===== config.mk =====
export PLATFORM = sky130hd
export DESIGN_NAME = mem_req_arbiter
export DESIGN_NICKNAME = d
export VERILOG_FILES = /design/src/rtl/mem_req_arbiter_pkg.sv /design/src/rtl/mem_tag_owner_table.sv /design/src/rtl/mem_req_arbiter.sv
export SDC_FILE = /design/constraint.sdc
export NUM_CORES = 1
export LEC_CHECK = 0
export ABC_AREA = 1
export BUFFER_PORTS_ARGS = -buffer_cell sky130_fd_sc_hd__buf_4
export CAP_MARGIN = 20
export CORE_ASPECT_RATIO = 0.5
export CORE_MARGIN = 1
export CORE_UTILIZATION = 30
export DETAILED_ROUTE_END_ITERATION = 12
export GPL_TIMING_DRIVEN = 0
export PLACE_DENSITY = 0.74
export SYNTH_ARGS = -nofsm -noshare
export SYNTH_HDL_FRONTEND = slang
export SYNTH_SLANG_ARGS = --single-unit

===== constraint.sdc =====
create_clock -name clock -period 1.98 [get_ports clock]
set_input_delay 0.099 -clock clock [delete_from_list [all_inputs] [get_ports clock]]
set_output_delay 0.099 -clock clock [all_outputs]
set_load 0.01 [all_outputs]

===== src/rtl/mem_req_arbiter_pkg.sv =====
// Shared types for the memory request arbiter: bus types, tag-ownership types and address helper.
// NUM_MEM_TAGS sizes the memory tag space; tag 0 always means "no tag".
`ifndef NUM_MEM_TAGS
`define NUM_MEM_TAGS 15
`endif

package mem_req_arbiter_pkg;

    localparam int ADDR_W  = 32;
    localparam int BLOCK_W = 64;
    localparam int TAG_W   = $clog2(`NUM_MEM_TAGS + 1);

    typedef logic [ADDR_W-1:0]  ADDR;
    typedef logic [BLOCK_W-1:0] MEM_BLOCK;
    typedef logic [TAG_W-1:0]   MEM_TAG;

    typedef enum logic [1:0] {
        MEM_NONE  = 2'h0,
        MEM_LOAD  = 2'h1,
        MEM_STORE = 2'h2
    } MEM_COMMAND;

    typedef struct packed {
        logic valid;
        ADDR  addr;
    } I_ADDR_PACKET;

    typedef enum logic {
        ICACHE = 1'b0,
        DCACHE = 1'b1
    } MEM_OWNER;

    typedef struct packed {
        logic     valid;
        MEM_OWNER owner;
    } TAG_OWNER_ENTRY;

    // Memory works on 8-byte blocks, so the low three address bits never reach the bus.
    function automatic ADDR block_align(input ADDR a);
        return a & ~ADDR'(3'b111);
    endfunction

endpackage


===== src/rtl/mem_tag_owner_table.sv =====
// Records which requester owns each in-flight memory tag; lookup is combinational on the
// current contents, and a same-cycle write to the looked-up tag takes precedence over its clear.
module mem_tag_owner_table
    import mem_req_arbiter_pkg::*;
#(
    parameter int NUM_TAGS = `NUM_MEM_TAGS
) (
    input  logic     clock,
    input  logic     reset,
    input  logic     wr_en,
    input  MEM_TAG   wr_tag,
    input  MEM_OWNER wr_owner,
    input  MEM_TAG   lookup_tag,
    output logic     hit,
    output MEM_OWNER hit_owner
);

    logic [NUM_TAGS:1] hit_vec;
    logic [NUM_TAGS:1] owner_vec;

    generate
        for (genvar gi = 1; gi <= NUM_TAGS; gi++) begin : g_entry
            TAG_OWNER_ENTRY entry_reg;

            always_ff @(posedge clock) begin
                if (reset) begin
                    entry_reg <= '{valid: 1'b0, owner: ICACHE};
                end else if (wr_en && (wr_tag == MEM_TAG'(gi))) begin
                    entry_reg <= '{valid: 1'b1, owner: wr_owner};
                end else if (hit_vec[gi]) begin
                    entry_reg.valid <= 1'b0;
                end
            end

            assign hit_vec[gi]   = entry_reg.valid && (lookup_tag == MEM_TAG'(gi));
            assign owner_vec[gi] = (entry_reg.owner == DCACHE);
        end
    endgenerate

    // At most one entry matches, so OR-reducing the masked owner bits selects its owner.
    assign hit       = |hit_vec;
    assign hit_owner = MEM_OWNER'(|(hit_vec & owner_vec));

endmodule


===== src/rtl/mem_req_arbiter.sv =====
// Arbitrates the single memory request port between icache and dcache and routes returning data tags.
// Optional ARB_ICACHE_THROTTLE_EN caps icache in-flight loads at ICACHE_MAX_OUTSTANDING.
module mem_req_arbiter
    import mem_req_arbiter_pkg::*;
#(
    parameter int STARVE_LIMIT           = 4,
    parameter int ICACHE_MAX_OUTSTANDING = 8,
    parameter int NUM_TAGS               = `NUM_MEM_TAGS
) (
    input  logic                          clock,
    input  logic                          reset,
    input  I_ADDR_PACKET                  icache_req,
    output logic                          icache_req_accepted,
    input  logic                          dcache_req_valid,
    input  MEM_COMMAND                    dcache_req_cmd,
    input  ADDR                           dcache_req_addr,
    input  MEM_BLOCK                      dcache_req_data,
    output logic                          dcache_req_accepted,
    output MEM_COMMAND                    proc2mem_command,
    output ADDR                           proc2mem_addr,
    output MEM_BLOCK                      proc2mem_data,
    input  MEM_TAG                        mem2proc_transaction_tag,
    input  MEM_TAG                        mem2proc_data_tag,
    output MEM_TAG                        icache_data_tag,
    output MEM_TAG                        dcache_data_tag,
    output logic [$clog2(NUM_TAGS+1)-1:0] icache_outstanding
);

    localparam int OUT_W    = $clog2(NUM_TAGS + 1);
    localparam int STARVE_W = $clog2(STARVE_LIMIT + 1);

`ifdef ARB_ICACHE_THROTTLE_EN
    localparam bit THROTTLE_ON = 1'b1;
`else
    localparam bit THROTTLE_ON = 1'b0;
`endif

    logic [STARVE_W-1:0] starve_cnt_reg;
    logic [OUT_W-1:0]    icache_outstanding_reg;

    logic     at_cap;
    logic     starved;
    logic     icache_active;
    logic     icache_grant;
    logic     dcache_grant;
    logic     mem_accept;
    logic     table_wr_en;
    MEM_OWNER table_wr_owner;
    logic     table_hit;
    MEM_OWNER table_owner;
    logic     icache_return;

    assign at_cap        = int'(icache_outstanding_reg) >= ICACHE_MAX_OUTSTANDING;
    assign starved       = int'(starve_cnt_reg) == STARVE_LIMIT;
    assign icache_active = icache_req.valid && !(THROTTLE_ON && at_cap);

    // Grants are held off during reset so every output sits at its idle value.
    assign icache_grant = !reset && icache_active && (!dcache_req_valid || starved);
    assign dcache_grant = !reset && dcache_req_valid && !icache_grant;
    assign mem_accept   = (mem2proc_transaction_tag != '0);

    assign icache_req_accepted = icache_grant && mem_accept;
    assign dcache_req_accepted = dcache_grant && mem_accept;

    always_comb begin
        proc2mem_command = MEM_NONE;
        proc2mem_addr    = '0;
        proc2mem_data    = '0;
        if (icache_grant) begin
            proc2mem_command = MEM_LOAD;
            proc2mem_addr    = block_align(icache_req.addr);
        end else if (dcache_grant) begin
            proc2mem_command = dcache_req_cmd;
            proc2mem_addr    = block_align(dcache_req_addr);
            if (dcache_req_cmd == MEM_STORE) begin
                proc2mem_data = dcache_req_data;
            end
        end
    end

    // Stores never return data, so only accepted loads claim a tag.
    assign table_wr_en    = (icache_req_accepted || dcache_req_accepted) && (proc2mem_command == MEM_LOAD);
    assign table_wr_owner = icache_grant ? ICACHE : DCACHE;

    mem_tag_owner_table #(
        .NUM_TAGS (NUM_TAGS)
    ) u_owner_table (
        .clock      (clock),
        .reset      (reset),
        .wr_en      (table_wr_en),
        .wr_tag     (mem2proc_transaction_tag),
        .wr_owner   (table_wr_owner),
        .lookup_tag (mem2proc_data_tag),
        .hit        (table_hit),
        .hit_owner  (table_owner)
    );

    assign icache_return   = table_hit && (table_owner == ICACHE);
    assign icache_data_tag = (!reset && icache_return) ? mem2proc_data_tag : '0;
    assign dcache_data_tag = (!reset && table_hit && (table_owner == DCACHE)) ? mem2proc_data_tag : '0;

    always_ff @(posedge clock) begin
        if (reset) begin
            starve_cnt_reg         <= '0;
            icache_outstanding_reg <= '0;
        end else begin
            if (!icache_active || icache_req_accepted) begin
                starve_cnt_reg <= '0;
            end else if (!starved) begin
                starve_cnt_reg <= starve_cnt_reg + 1'b1;
            end

            case ({icache_req_accepted, icache_return})
                2'b10: begin
                    if (icache_outstanding_reg != '1) begin
                        icache_outstanding_reg <= icache_outstanding_reg + 1'b1;
                    end
                end
                2'b01: begin
                    assert (icache_outstanding_reg != '0);
                    if (icache_outstanding_reg != '0) begin
                        icache_outstanding_reg <= icache_outstanding_reg - 1'b1;
                    end
                end
                default: ;
            endcase
        end
    end

    assign icache_outstanding = icache_outstanding_reg;

endmodule


==> run_results.csv, run 1 <==
group,metric,value,unit
cells_and_area,stdcell_count,930,
pwr,switching_power,0.712,mW
cells_and_area,layout_common_cells,"buf_4 (273), nand2_1 (119), nor2_1 (98)",
cells_and_area,multi_input_area,0.00227,sq mm
cells_and_area,final_common_cell,"buf_4",
place,post-place-ws,-0.386,ns
critical_path,r2r_slack,-0.04,ns
min_path,min_path_type,"primary input to flip-flop",
critical_path,reg2reg_from,"starve_cnt_reg[0]$_SDFFE_PP0N_",
timing,post-route-period-util,104,%
route,wl_per_cell,15.8,um
critical_path,start_kind,"flip-flop",
clocking,clk_pin_slew,0.06,ns
critical_path,critPathKind,"flip-flop to output pin",
pwr,pwr-share-clk,32.9,%
timing,holdWs,0.232,ns
clocking,cts_sinks,37,
yosys,avgSynthCellArea,5.98,sq um
yosys,synthCells,508,
pwr,swShare,30.2,%
cells_and_area,layout-drive-gt1-share,49.4,%
cells_and_area,n_antenna_cell,0,
cells_and_area,stdcell_area,0.00593,sq mm
yosys,syn-cell-area,0.00304,sq mm
floorplan,die_w,144,um
place,hpwlAfterDp,11100,um
floorplan,die_area,0.0105,sq mm
route,postRouteAntennaNets,0,
yosys,yosys-top-cells-area,"dfxtp_1 (24%), nand2_1 (18%), nor2_1 (14%)",
critical_path,timing.rr.end,"u_owner_table.g_entry[1].entry_reg[0]$_SDFFE_PP0P_",
route,viasPerCell,4.87,
clocking,cts_inserted_buffers,5,
timing,clock_skew,0.00985,ns
route,drc,0,
clocking,cts_buffer_depth,2,
clocking,cts_tree,"yes",
timing,worst_pin_slew,0.791,ns
critical_path,r2r_cells,13,
place,placed_cell_area,0.00503,sq mm
yosys,synth.largest_area_cell,"dfxtp_1",
global_routing,use_met2,38.2,%
route,first_iter_violations,286,
timing,finalWorstSetupSlack,-0.0695,ns
global_routing,grt-busiest-layer,"met2",
global_routing,grt_overflow_total,0,
yosys,ys_types,30,
pwr,internal-power,1.64,mW
min_path,hold_start,"mem2proc_transaction_tag[1]",
yosys,synth-seq-area-share,24.4,%
timing,min_period,2.05,ns
global_routing,antenna_found_initial,0,
timing,max_freq,488,MHz
status,violations,"negative setup slack",
critical_path,cp.arrival,1.95,ns
cells_and_area,area.sequential,744,sq um
route,drt_wl_total,14700,um
global_routing,grt_use_met1,35.1,%
timing,hold_viol,0,
yosys,yosysWarnings,0,
run,drv_cap,0,
yosys,synth_flop_cell,"dfxtp_1",
floorplan,io_pins,254,
global_routing,grt_use_total,25.1,%
min_path,hold_end,"u_owner_table.g_entry[8].entry_reg[1]$_SDFFE_PP0P_",
cells_and_area,area_delta_synth_final,95.5,%
clocking,htree_levels,2,
clocking,cts-root-buf,"clkbuf_16",
pwr,p_comb_share,34.8,%
route,dr_total_vias,4525,
place,numPortBuffers,242,
pwr,power_density,397,mW/mm^2
global_routing,grt_max_degree,13,
floorplan,initial_core_util,31.5,%
place,dp.cells,887,
pwr,p_leak,2.77,nW
timing,finalMaxSlewViolations,0,
yosys,synthArstFlopShare,0,%
timing,setup-violations-final,19,
floorplan,dieHeight,73.1,um
min_path,hold_depth,4,
critical_path,end_kind,"output pin",
timing,slew_headroom,47.1,%
critical_path,crit_fanout,5,
floorplan,coreArea,0.00963,sq mm
yosys,ys_seq_elements,37,
pwr,vdd_drop_max,434,uV
place,place_congestion,0.917,
yosys,synth_top_area_share,24.4,%
yosys,synth_edf_count,0,
global_routing,grt_first_pass_wirelength,20100,um
global_routing,grt_pass1_vias,3793,
cells_and_area,fill_cells,906,
timing,rsz0062_at_grt,"yes",
cells_and_area,nets,939,
route,first_pass_iters,4,
clocking,clk_latency,0.28,ns
status,status,"finished, violations left",
cells_and_area,largest_reg_flops,30,
floorplan,fp-row-count,25,
global_routing,grtUsageMet3,7.61,%
critical_path,crit_required,1.88,ns
pwr,p_seq_share,32.4,%
-- power by group through the flow --
stage / clock, mW / sequential (mW) / combinational, mW
finish: 0.774 / 0.762 / 0.819
global route: 0.821 / 0.762 / 0.869
CTS: 0.778 / 0.761 / 0.702
detailed placement: 0 / 0.777 / 0.660
global placement: 0 / 0.777 / 0.655
floorplan: 0 / 0.777 / 0.273
-- area by class of cell --
type | instances | area share (%)
clock buffers | 5 | 2.11
multi-input cells | 411 | 38.3
well taps | 135 | 2.85
flip-flops and latches | 37 | 12.5
inverters | 31 | 2.05
plain buffers | 30 | 4.03
repair buffers | 278 | 37.8
clock inverters | 3 | 0.295
-- worst max path at each step --
stage / start / to / slack (ns)
2_1_floorplan: starve_cnt_reg[0]$_SDFFE_PP0N_ / u_owner_table.g_entry[13].entry_reg[0]$_SDFFE_PP0P_ / 0.0007
3_3_place_gp: starve_cnt_reg[0]$_SDFFE_PP0N_ / proc2mem_data[1] / -0.39
3_5_place_dp: starve_cnt_reg[0]$_SDFFE_PP0N_ / proc2mem_data[1] / -0.39
4_1_cts: starve_cnt_reg[0]$_SDFFE_PP0N_ / u_owner_table.g_entry[10].entry_reg[0]$_SDFFE_PP0P_ / -0.01
5_1_grt: starve_cnt_reg[0]$_SDFFE_PP0N_ / icache_outstanding[2]$_SDFFE_PP0P_ / -0.17
6_report: starve_cnt_reg[0]$_SDFFE_PP0N_ / proc2mem_data[2] / -0.07
-- worst max-delay path, stage by stage, from the launching register on --
cell,delay [ns]
dfxtp_2,0.35
inv_2,0.05
ha_4,0.17
nand2_4,0.07
nand2_4,0.06
nand2_4,0.09
nand3_4,0.09
inv_4,0.13
buf_12,0.15
buf_8,0.12
nand2_1,0.08
nor2_4,0.15
buf_4,0.16
-- metal layers --
layer	part of all wire (%)	up-vias
li1	-	2245
met1	44	2072
met2	46	191
met3	8.7	17
met4	1.3	0
met5	0	-
-- repair_timing --
item / in CTS / in global routing
hold buffers: 0 / 0
endpoints found under the setup margin: 126 / 124
pin swaps: 9 / 23
setup buffers: 14 / 14
resized for setup: 37 / 86
cloned: 0 / 8
-- Yosys cell counts, types with 2 or more instances --
master / count
nand2_1: 145
nor2_1: 112
dfxtp_1: 37
a21oi_1: 35
a32o_1: 29
nand3_1: 29
inv_1: 27
clkbuf_1: 17
o21ai_0: 14
nand4_1: 9
buf_2: 8
nand2_2: 8
nor2_4: 6
buf_4: 5
inv_2: 4
o21ai_1: 4
ha_1: 3
nor2_2: 3
nand2_4: 2
-- per-stage QoR --
step | power (mW) | utilization (%) | TNS [ns]
2_1_floorplan | 1.05 | - | 0
3_3_place_gp | 1.43 | 52.2 | -14.97
3_5_place_dp | 1.44 | 52.2 | -16.91
4_1_cts | 2.24 | 55.8 | -0.0167
5_1_grt | 2.45 | 61.6 | -7.73
6_report | 2.35 | 61.6 | -0.453
-- logic make-up after synthesis --
logic type               after synthesis  synth area share (%)
AND/OR/NAND/NOR                      317                  44.9
AO/OA/AOI/OAI                         86                  20.2
buffers and inverters                 62                  8.61
flip-flops                            37                  24.4
adder cells (fa/ha/maj)                3                  1.24
XOR/XNOR                               2                 0.577
other                                  1                 0.124
Power figures use the tool's default switching activity.
==> inputs of run 2 (changes only) <==
--- a/config.mk
+++ b/config.mk
@@ -5,7 +5,6 @@
 export SDC_FILE = /design/constraint.sdc
 export NUM_CORES = 1
 export LEC_CHECK = 0
-export ABC_AREA = 1
 export BUFFER_PORTS_ARGS = -buffer_cell sky130_fd_sc_hd__buf_4
 export CAP_MARGIN = 20
 export CORE_ASPECT_RATIO = 0.5
@@ -13,7 +12,8 @@
 export CORE_UTILIZATION = 30
 export DETAILED_ROUTE_END_ITERATION = 12
 export GPL_TIMING_DRIVEN = 0
-export PLACE_DENSITY = 0.74
+export PLACE_DENSITY = 0.75
+export RECOVER_POWER = 25
 export SYNTH_ARGS = -nofsm -noshare
 export SYNTH_HDL_FRONTEND = slang
 export SYNTH_SLANG_ARGS = --single-unit
==> run 2 against run 1 <==
The run still ends with negative setup slack left. Critical path type is now flip-flop to flip-flop. Sequential share of layout area is 0.41 points lower. Non-clock buffer count is 3 higher. Fmax is 27% lower. Setup slack worse by 0.77 ns. Synthesized area is 6.8% lower. Cell count is 15% lower.
==> run_results.csv, run 2 <==
group,metric,value,unit
status,status,"finished, violations left",
cells_and_area,stdcell_area,0.00615,sq mm
yosys,yosysWarnings,0,
critical_path,slowest_delay,0.47,ns
min_path,hold_start,"mem2proc_transaction_tag[0]",
critical_path,crit_required,2.15,ns
critical_path,timing.rr.end,"icache_outstanding[2]$_SDFFE_PP0P_",
cells_and_area,final_common_cell,"buf_4",
clocking,cts_hold_buf,0,
route,drt_wl_total,14200,um
critical_path,path_cells,"nand2_1, a2bb2oi_1, o22ai_1, a2111o_1, o21bai_4, nor2_4, xor2_1, ha_2, or4_4, mux2i_1, mux2_1",
floorplan,io_pins,254,
place,placed_cell_area,0.00483,sq mm
cells_and_area,layout-drive-gt1-share,60.9,%
route,wl_per_cell,18.0,um
timing,hold_viol,0,
clocking,clk_latency,0.28,ns
timing,post-route-period-util,142,%
critical_path,critPathBufInv,0,
yosys,synth_edf_count,0,
cells_and_area,largest_reg_flops,30,
cells_and_area,area_delta_synth_final,117,%
route,drc,0,
yosys,synthCells,383,
timing,rsz0062_at_grt,"yes",
floorplan,die_w,139,um
global_routing,grt_first_pass_wirelength,20600,um
critical_path,reg2reg_from,"u_owner_table.g_entry[15].entry_reg[1]$_SDFFE_PP0P_",
floorplan,initial_core_util,31.7,%
floorplan,die_area,0.00984,sq mm
clocking,cts_inserted_buffers,5,
yosys,synthMostInstantiatedCell,"and2_1",
critical_path,crit_family,"compound AO/OA/AOI/OAI gates",
clocking,cts_buffer_depth,2,
cells_and_area,n_antenna_cell,0,
timing,slew_headroom,39.5,%
critical_path,start_kind,"flip-flop",
critical_path,crit_fanout,2,
critical_path,crit_slowest_cell,"a2111o_1",
global_routing,grt_use_total,26.7,%
timing,setup-violations-final,106,
pwr,p_total,2.29,mW
yosys,synth-seq-area-share,26.2,%
timing,max_freq,355,MHz
route,first_iter_violations,226,
yosys,ys_seq_elements,37,
route,postRouteAntennaNets,0,
critical_path,r2r_cells,11,
timing,worst_pin_slew,0.899,ns
critical_path,critPathKind,"flip-flop to flip-flop",
place,post-place-ws,-0.941,ns
yosys,syn-cell-area,0.00283,sq mm
pwr,power_density,373,mW/mm^2
cells_and_area,stdcell_count,787,
place,place_congestion,0.945,
yosys,synthArstFlopShare,0,%
global_routing,grt_overflow_total,0,
yosys,synth.largest_area_cell,"dfxtp_1",
clocking,cts-root-buf,"clkbuf_16",
route,dr_total_vias,4060,
place,dp.cells,745,
clocking,clk_pin_slew,0.05,ns
min_path,min_path_type,"primary input to flip-flop",
cells_and_area,nets,815,
critical_path,end_kind,"flip-flop",
min_path,hold_end,"u_owner_table.g_entry[11].entry_reg[1]$_SDFFE_PP0P_",
route,viasPerCell,5.16,
clocking,cts_tree,"yes",
yosys,avgSynthCellArea,7.38,sq um
cells_and_area,final_util,68.9,%
clocking,htree_levels,2,
yosys,yosys-top-cells-count,"and2_1 (70), dfxtp_1 (37), nand2_1 (35)",
floorplan,fp-row-count,24,
pwr,vdd_drop_max,270,uV
yosys,synth_top_area_share,26.2,%
timing,finalWorstSetupSlack,-0.836,ns
place,numPortBuffers,243,
yosys,ys_types,49,
floorplan,coreArea,0.00892,sq mm
timing,finalMaxSlewViolations,0,
run,drv_cap,0,
place,hpwlAfterDp,10200,um
global_routing,grt_pass1_vias,3881,
global_routing,grt_max_degree,11,
timing,min_period,2.82,ns
min_path,hold_depth,3,
yosys,yosys-top-cells-area,"dfxtp_1 (26%), and2_1 (15%), a22o_1 (9.0%)",
floorplan,dieHeight,70.7,um
route,first_pass_iters,5,
global_routing,antenna_found_initial,0,
timing,clock_skew,0.00376,ns
critical_path,r2r_slack,-0.84,ns
pwr,p_leak,2.89,nW
cells_and_area,layout_common_cells,"buf_4 (173), buf_6 (97), and2_4 (65)",
yosys,synth_flop_cell,"dfxtp_1",
status,violations,"negative setup slack",
clocking,cts_sinks,37,
critical_path,cp.arrival,2.98,ns
==> run 2: cell count changes in the layout (fill, tap and decap cells not counted), sizes merged, moves of 9 or more <==
cell,delta
nand2,-120
nor2,-102
and2,+70
a22o,+29
a32o,-29
inv,-26
nand3,-11
mux2i,+10
nor2b,+9
==> run 2: cell type report <==
type                    count  area (sq um)
inverters                   6          22.5
clock buffers               7           143
well taps                 117           146
multi-input cells         309          2210
plain buffers              30           278
repair buffers            281          2600
fillers                   681          2770
flip-flops and latches     37           746
==> run 2: how the worst max path moves through the flow <==
stage / end / cells past startpoint / start
6_report: icache_outstanding[2]$_SDFFE_PP0P_ / 11 / u_owner_table.g_entry[15].entry_reg[1]$_SDFFE_PP0P_
5_1_grt: icache_outstanding[2]$_SDFFE_PP0P_ / 11 / u_owner_table.g_entry[15].entry_reg[1]$_SDFFE_PP0P_
4_1_cts: icache_outstanding[2]$_SDFFE_PP0P_ / 11 / u_owner_table.g_entry[13].entry_reg[1]$_SDFFE_PP0P_
3_5_place_dp: icache_outstanding[2]$_SDFFE_PP0P_ / 14 / mem2proc_data_tag[3]
3_3_place_gp: icache_outstanding[2]$_SDFFE_PP0P_ / 14 / mem2proc_data_tag[3]
2_1_floorplan: icache_outstanding[2]$_SDFFE_PP0P_ / 11 / u_owner_table.g_entry[13].entry_reg[1]$_SDFFE_PP0P_
==> run 2: timing repair <==
item,CTS,global route
pin swaps,76,22
setup endpoints to repair,128,111
buffers inserted,24,7
cloned,8,3
resized for setup,185,78
==> run 2: logic make-up (layout without fill, tap and decap cells) <==
logic type	Yosys count	count (layout)	synth area share (%)
and+or+nand+nor	194	194	37.9
AOI/OAI and AO/OA	95	95	23.3
buffers and inverters	39	324	5.93
DFF	37	37	26.2
muxes	12	12	4.60
adders and majority gates	3	3	1.33
xor gates and xnor gates	2	2	0.620
other	1	3	0.133
==> run 2: stage by stage <==
step,setup TNS (ns),hold slack [ns]
floorplan,-0.627,0.293
global placement,-26.68,0.449
detailed placement,-31.05,0.451
CTS,-26.67,0.166
global route,-36.86,0.192
finish,-29.67,0.176
==> run 2: power by group <==
part,switching (mW),internal (mW)
Combinational,0.303,0.442
Sequential,0.0100,0.755
Clock,0.287,0.494
Total,0.600,1.69
==> run 2: routing by layer <==
metal | share of wire, % | track usage, % | vias to the layer above
li1 | - | - | 1913
met2 | 53 | 50.8 | 178
met5 | 0 | 0 | -
met3 | 5.5 | 4.13 | 40
met4 | 2.7 | 8.15 | 0
met1 | 39 | 31.2 | 1929
==> run 2: worst register-to-register path, stage by stage, from the launching register on <==
cell	delay, ns
dfxtp_1	0.31
nand2_1	0.11
a2bb2oi_1	0.16
o22ai_1	0.11
a2111o_1	0.47
o21bai_4	0.22
nor2_4	0.06
xor2_1	0.15
ha_2	0.19
or4_4	0.40
mux2i_1	0.20
mux2_1	0.34
